--- config.mk ---
export PLATFORM = sky130hd
export DESIGN_NAME = order_scheduler
export DESIGN_NICKNAME = d
export VERILOG_FILES = /design/src/rtl/order_scheduler.sv
export SDC_FILE = /design/constraint.sdc
export NUM_CORES = 1
export LEC_CHECK = 0
export ABC_AREA = 1
export CORE_ASPECT_RATIO = 1.1
export CORE_MARGIN = 4
export CORE_UTILIZATION = 40
export CTS_CLUSTER_DIAMETER = 30
export DETAILED_ROUTE_END_ITERATION = 8
export PLACE_DENSITY = 0.66
export SYNTH_ARGS = -nofsm -noshare
export SYNTH_HDL_FRONTEND = slang
export SYNTH_SLANG_ARGS = --single-unit
--- constraint.sdc ---
create_clock -name clk -period 4.3 [get_ports clk]
set_input_delay 0.86 -clock clk [delete_from_list [all_inputs] [get_ports clk]]
set_output_delay 0.86 -clock clk [all_outputs]
set_load 0.03 [all_outputs]
--- src/rtl/order_scheduler.sv ---
// order_scheduler
//   Round-robin scheduler that takes quantity requests from four requesters and
//   turns each one into a single buy or sell pulse for the order generator.
//   Consecutive issue pulses are spaced at least MIN_GAP cycles apart. The block
//   also keeps a running signed net position.
//
//   A request with qty = 0 is accepted and then dropped: req_ready and
//   order_reject pulse, and the FSM returns straight to IDLE without a GAP.
//
//   Optional feature: define ORDER_SCHED_RISK_LIMIT_EN to reject any order that
//   would take |position| above MAX_POS. With the macro undefined there is no
//   limit check.
//
// Parameters
//   MIN_GAP      minimum cycles between issue pulses (2..255)
//   MAX_POS      absolute net-position limit (risk build only)
// Ports
//   clk          clock, rising edge
//   rst          synchronous active-high reset
//   req_valid    [3:0]  per-requester request
//   req_side     [3:0]  per-requester side, 0 = buy, 1 = sell
//   req_qty      [63:0] per-requester qty, requester i on [16i+15:16i]
//   req_ready    [3:0]  one-cycle accept pulse to the granted requester
//   buy, sell           one-cycle command pulses
//   qty          [15:0] quantity for the command (holds outside ISSUE)
//   grant_id     [1:0]  requester served (holds outside ISSUE)
//   order_reject        one-cycle pulse when an accepted request is dropped
//   position     [31:0] signed net position
module order_scheduler #(
    parameter int unsigned MIN_GAP = 8,
    parameter int unsigned MAX_POS = 1000
) (
    input  logic        clk,
    input  logic        rst,
    input  logic [3:0]  req_valid,
    input  logic [3:0]  req_side,
    input  logic [63:0] req_qty,
    output logic [3:0]  req_ready,
    output logic        buy,
    output logic        sell,
    output logic [15:0] qty,
    output logic [1:0]  grant_id,
    output logic        order_reject,
    output logic [31:0] position
);

    typedef enum logic [1:0] {StIdle, StIssue, StGap} state_e;

    // GAP lasts MIN_GAP-2 cycles, so ISSUE + GAP + IDLE spans MIN_GAP cycles.
    localparam logic [7:0] GapLoad = 8'(MIN_GAP - 2);

    state_e      state_q, state_d;
    logic [1:0]  rr_ptr_q;
    logic [7:0]  gap_cnt_q;
    logic [1:0]  grant_q;
    logic        side_q;
    logic [15:0] qty_q;
    logic [31:0] pos_q;

    logic        win_found;
    logic [1:0]  win_idx;
    logic        risk_fail;
    logic        issue_ok;

    // Round-robin search from rr_ptr_q. Walking the offsets downwards lets the
    // smallest offset with a valid request win.
    always_comb begin
        win_found = 1'b0;
        win_idx   = rr_ptr_q;
        for (int i = 3; i >= 0; i--) begin
            if (req_valid[rr_ptr_q + 2'(i)]) begin
                win_found = 1'b1;
                win_idx   = rr_ptr_q + 2'(i);
            end
        end
    end

`ifdef ORDER_SCHED_RISK_LIMIT_EN
    logic signed [32:0] pos_next;
    logic        [32:0] pos_abs;

    // 33-bit arithmetic so the limit check itself cannot wrap.
    always_comb begin
        if (side_q) begin
            pos_next = $signed({pos_q[31], pos_q}) - $signed({17'b0, qty_q});
        end else begin
            pos_next = $signed({pos_q[31], pos_q}) + $signed({17'b0, qty_q});
        end
        pos_abs   = pos_next[32] ? 33'(-pos_next) : 33'(pos_next);
        risk_fail = (pos_abs > 33'(MAX_POS));
    end
`else
    assign risk_fail = 1'b0;

    logic unused_max_pos;
    assign unused_max_pos = ^32'(MAX_POS);
`endif

    assign issue_ok = (qty_q != 16'd0) && !risk_fail;

    // State register
    always_ff @(posedge clk) begin
        if (rst) begin
            state_q <= StIdle;
        end else begin
            state_q <= state_d;
        end
    end

    // Next-state logic
    always_comb begin
        state_d = state_q;
        unique case (state_q)
            StIdle: begin
                if (win_found) begin
                    state_d = StIssue;
                end
            end
            StIssue: begin
                if (!issue_ok || (MIN_GAP <= 2)) begin
                    state_d = StIdle;
                end else begin
                    state_d = StGap;
                end
            end
            StGap: begin
                if (gap_cnt_q <= 8'd1) begin
                    state_d = StIdle;
                end
            end
            default: state_d = StIdle;
        endcase
    end

    // Output logic: pulses exist only in ISSUE
    always_comb begin
        req_ready    = 4'b0000;
        buy          = 1'b0;
        sell         = 1'b0;
        order_reject = 1'b0;
        if (state_q == StIssue) begin
            req_ready[grant_q] = 1'b1;
            buy                = issue_ok & ~side_q;
            sell               = issue_ok & side_q;
            order_reject       = ~issue_ok;
        end
    end

    // Datapath: request latch, round-robin pointer, gap counter, position
    always_ff @(posedge clk) begin
        if (rst) begin
            rr_ptr_q  <= 2'd0;
            gap_cnt_q <= 8'd0;
            grant_q   <= 2'd0;
            side_q    <= 1'b0;
            qty_q     <= 16'd0;
            pos_q     <= 32'd0;
        end else begin
            if (state_q == StIdle && win_found) begin
                grant_q  <= win_idx;
                side_q   <= req_side[win_idx];
                qty_q    <= req_qty[16*win_idx +: 16];
                rr_ptr_q <= win_idx + 2'd1;
            end
            if (state_q == StIssue && issue_ok) begin
                gap_cnt_q <= GapLoad;
            end else if (state_q == StGap) begin
                gap_cnt_q <= gap_cnt_q - 8'd1;
            end
            if (buy) begin
                pos_q <= pos_q + {16'd0, qty_q};
            end else if (sell) begin
                pos_q <= pos_q - {16'd0, qty_q};
            end
        end
    end

    assign qty      = qty_q;
    assign grant_id = grant_q;
    assign position = pos_q;

endmodule

==> metrics.md <==
| Metric | Value |
|---|---|
| Placed Instance Area | `0.00700 mm²` |
| Vias in the first global route | `5764` |
| WL final | `16700 µm` |
| Pre-CTS WS | `439 ps` |
| Number of synthesized flops with an enable pin | `0` |
| Clock transition at path regs | `60 ps` |
| Die area | `0.0159 mm²` |
| Max Transition Viols Final | `0` |
| Design area | `0.00731 mm²` |
| Cell Count, Final, Fillers Out | `1226` |
| Source of the critical timing path | `qty[0]$_SDFFE_PP0P_` |
| Crit path max fanout | `8` |
| Routed Antenna Nets | `0` |
| Worst setup EP type | `register` |
| Die H | `132 µm` |
| Top-count cell post-synth | `nand2_1` |
| Hold buffer count at CTS | `0` |
| Pre-Repair DR Iteration Count | `5` |
| Mean Syn Cell Area | `6.07 µm²` |
| Clk_lat worst skew | `340 ps` |
| DPL Wire Length | `13000 µm` |
| Initial Utilization | `41.4%` |
| Data arrival, critical path | `3990 ps` |
| Antenna diode count | `0` |
| Synth top area cells | `dfxtp_1, nand2_1, inv_1` |
| Cell variety after synth | `42` |
| Average routed wire per standard cell | `13.6 µm` |
| Main synth FF type | `dfxtp_1` |
| Final worst-path cycle share | `87.3%` |
| Global placement routability congestion | `0.896` |
| Via Count | `6033` |
| Share of post-route cells with drive strength above 1 | `5.95%` |
| IO Pins | `131` |
| Crit path kind | `reg -> reg` |
| DRC violations left | `0` |
| Top-area cell type share of the netlist area | `22.7%` |
| Sum Neg Setup Slack | `0 ps` |
| Slew margin rel. | `49.7%` |
| Yosys reg bits | `63` |
| FMAX | `0.266 GHz` |
| Synth Net Count | `1024` |
| Root buf cell | `clkbuf_16` |
| CTS max path bufs | `2` |
| Placeable Area | `0.0134 mm²` |
| Outcome | `finished, final reports clean` |
| Cell accounting for the most synthesized area | `dfxtp_1` |
| Unrepaired setup endpoints after global routing | `false` |
| TritonCTS Buffers | `9` |
| Die width | `120 µm` |
| Remaining Overflow, GRT | `0` |
| Final hold violations | `0` |
| CTS tree | `yes` |
| Hold Crit Class | `reg -> reg` |
| Largest net degree at the start of global routing | `52` |
| Worst R2R Start | `qty[0]$_SDFFE_PP0P_` |
| Top cells by count, synth | `nand2_1, inv_1, nor2_1` |
| Placed cell count | `1210` |
| Startpoint Class | `register` |
| Antenna violations before repair | `0` |
| CTS sink cnt | `63` |
| Sequential fraction of the synthesis area | `22.7%` |
| Tmin final | `3750 ps` |
| Initial DRC Count | `345` |
| P&R area growth vs syn | `31.4%` |
| Post-synth ARST share | `0%` |
| Setup Skew | `10.3 ps` |
| Synth warn | `0` |
| WP data required | `4540 ps` |
| Total track usage | `21.1%` |
| Setup Viol. Count Final | `0` |
| Worst slew pin tran | `754 ps` |
| Final WS setup | `546 ps` |
| Cell Area, Synth | `0.00556 mm²` |
| # rows | `44` |
| CTS HTree Levels | `3` |
| First-pass GRT wire length | `27500 µm` |
| Postcts setup bufs | `0` |
| PortBufs | `130` |
| Cells after Synth | `916` |
| Fin nets | `1145` |
| Worst hold start | `gap_cnt_q[5]$_SDFFE_PP0P_` |
| Via density | `4.92` |
| MaxCap Viol Count | `0` |
[registers in the layout, indices dropped and copies added, names as in the netlist]
register	count
position	32
qty	16
gap_cnt_q	8
grant_id	2
rr_ptr_q	2
state_q	2
side_q	1
[logic make-up (layout without fill, tap and decap cells)]
kind of cell | Yosys count | in the layout | synth area share (%)
AND/OR/NAND/NOR | 460 | 460 | 34.9
buffers and inverters | 169 | 295 | 12.4
AO/OA/AOI/OAI | 152 | 152 | 15.8
flip-flops | 63 | 63 | 22.7
XOR/XNOR | 38 | 38 | 6.32
adder cells (fa/ha/maj) | 34 | 34 | 7.79
[worst max-delay path: stages, from the launching register on]
cell     delay, ps
dfxtp_1        340
inv_1           70
ha_1           150
nand2_1        100
nor2_2         180
nand2_2        140
nand2_2        100
inv_2           40
nand2_1         70
inv_1          120
or2_2          300
xor2_1         130
inv_1           70
ha_1           320
a21o_1         190
a31oi_1        260
o21ai_0        240
a21oi_1        290
o21ai_1        160
nand2_1        110
nand2_1         50
nand2_1         60
nand3_1         70
nand2_1         80
inv_1           30
[cells in the final DEF, fill, tap and decap left out, types with 2 or more instances in the layout]
| master | n |
|---|---|
| ha_1 | 33 |
| nand2_2 | 5 |
| buf_4 | 8 |
| dfxtp_1 | 63 |
| clkbuf_16 | 9 |
| nand3b_1 | 2 |
| o21ai_1 | 5 |
| or2_2 | 4 |
| a31oi_1 | 4 |
| o21bai_1 | 2 |
| nand3_1 | 68 |
| nor2_1 | 100 |
| clkdlybuf4s50_1 | 130 |
| nand4_1 | 20 |
| o2111ai_1 | 2 |
| a21oi_2 | 17 |
| nand2_1 | 237 |
| xnor2_1 | 7 |
| nand3_2 | 2 |
| a21oi_1 | 48 |
| o211ai_1 | 2 |
| xor2_1 | 30 |
| o21ai_0 | 61 |
| o21a_1 | 3 |
| nor3_1 | 17 |
| inv_2 | 4 |
| inv_1 | 135 |
| o31ai_1 | 4 |
| clkinv_4 | 2 |
[routing by layer]
metal	global-route usage (%)	wire length, µm	up-vias
li1	-	-	3188
met1	26.0	7420	2644
met2	35.0	7570	168
met3	5.98	1210	33
met4	7.43	459	0
met5	0	0	-
[per-stage QoR]
stage	util, %	hold WS [ps]
final	54.4	465
after global routing	54.4	498
after CTS	54.4	468
after detailed placement	52.1	459
after global placement	52.1	454
after floorplan	-	442
[cell type report]
cell class / instances / area, µm²
fillers: 1412 / 6130
multi-input cells: 684 / 3610
repair buffers: 138 / 1360
flip-flops and latches: 63 / 1260
inverters: 141 / 532
clock buffers: 10 / 239
well taps: 184 / 230
clock inverters: 6 / 68.8
[final timing paths]
check	cells after the start	slack [ps]	endpoint
min reg2reg	2	460	gap_cnt_q[5]$_SDFFE_PP0P_
max reg2reg	24	550	position[24]$_SDFFE_PP0P_
max	24	550	position[24]$_SDFFE_PP0P_
min	2	460	gap_cnt_q[5]$_SDFFE_PP0P_
[what timing repair did]
item                                    in CTS  in global routing
endpoints found under the setup margin       0                  3
endpoints found under the hold margin        0                  0
gates resized for setup                      0                  1
Power is not shown: default switching activity piles up to over one toggle a cycle in this logic, so the estimate is an artifact.
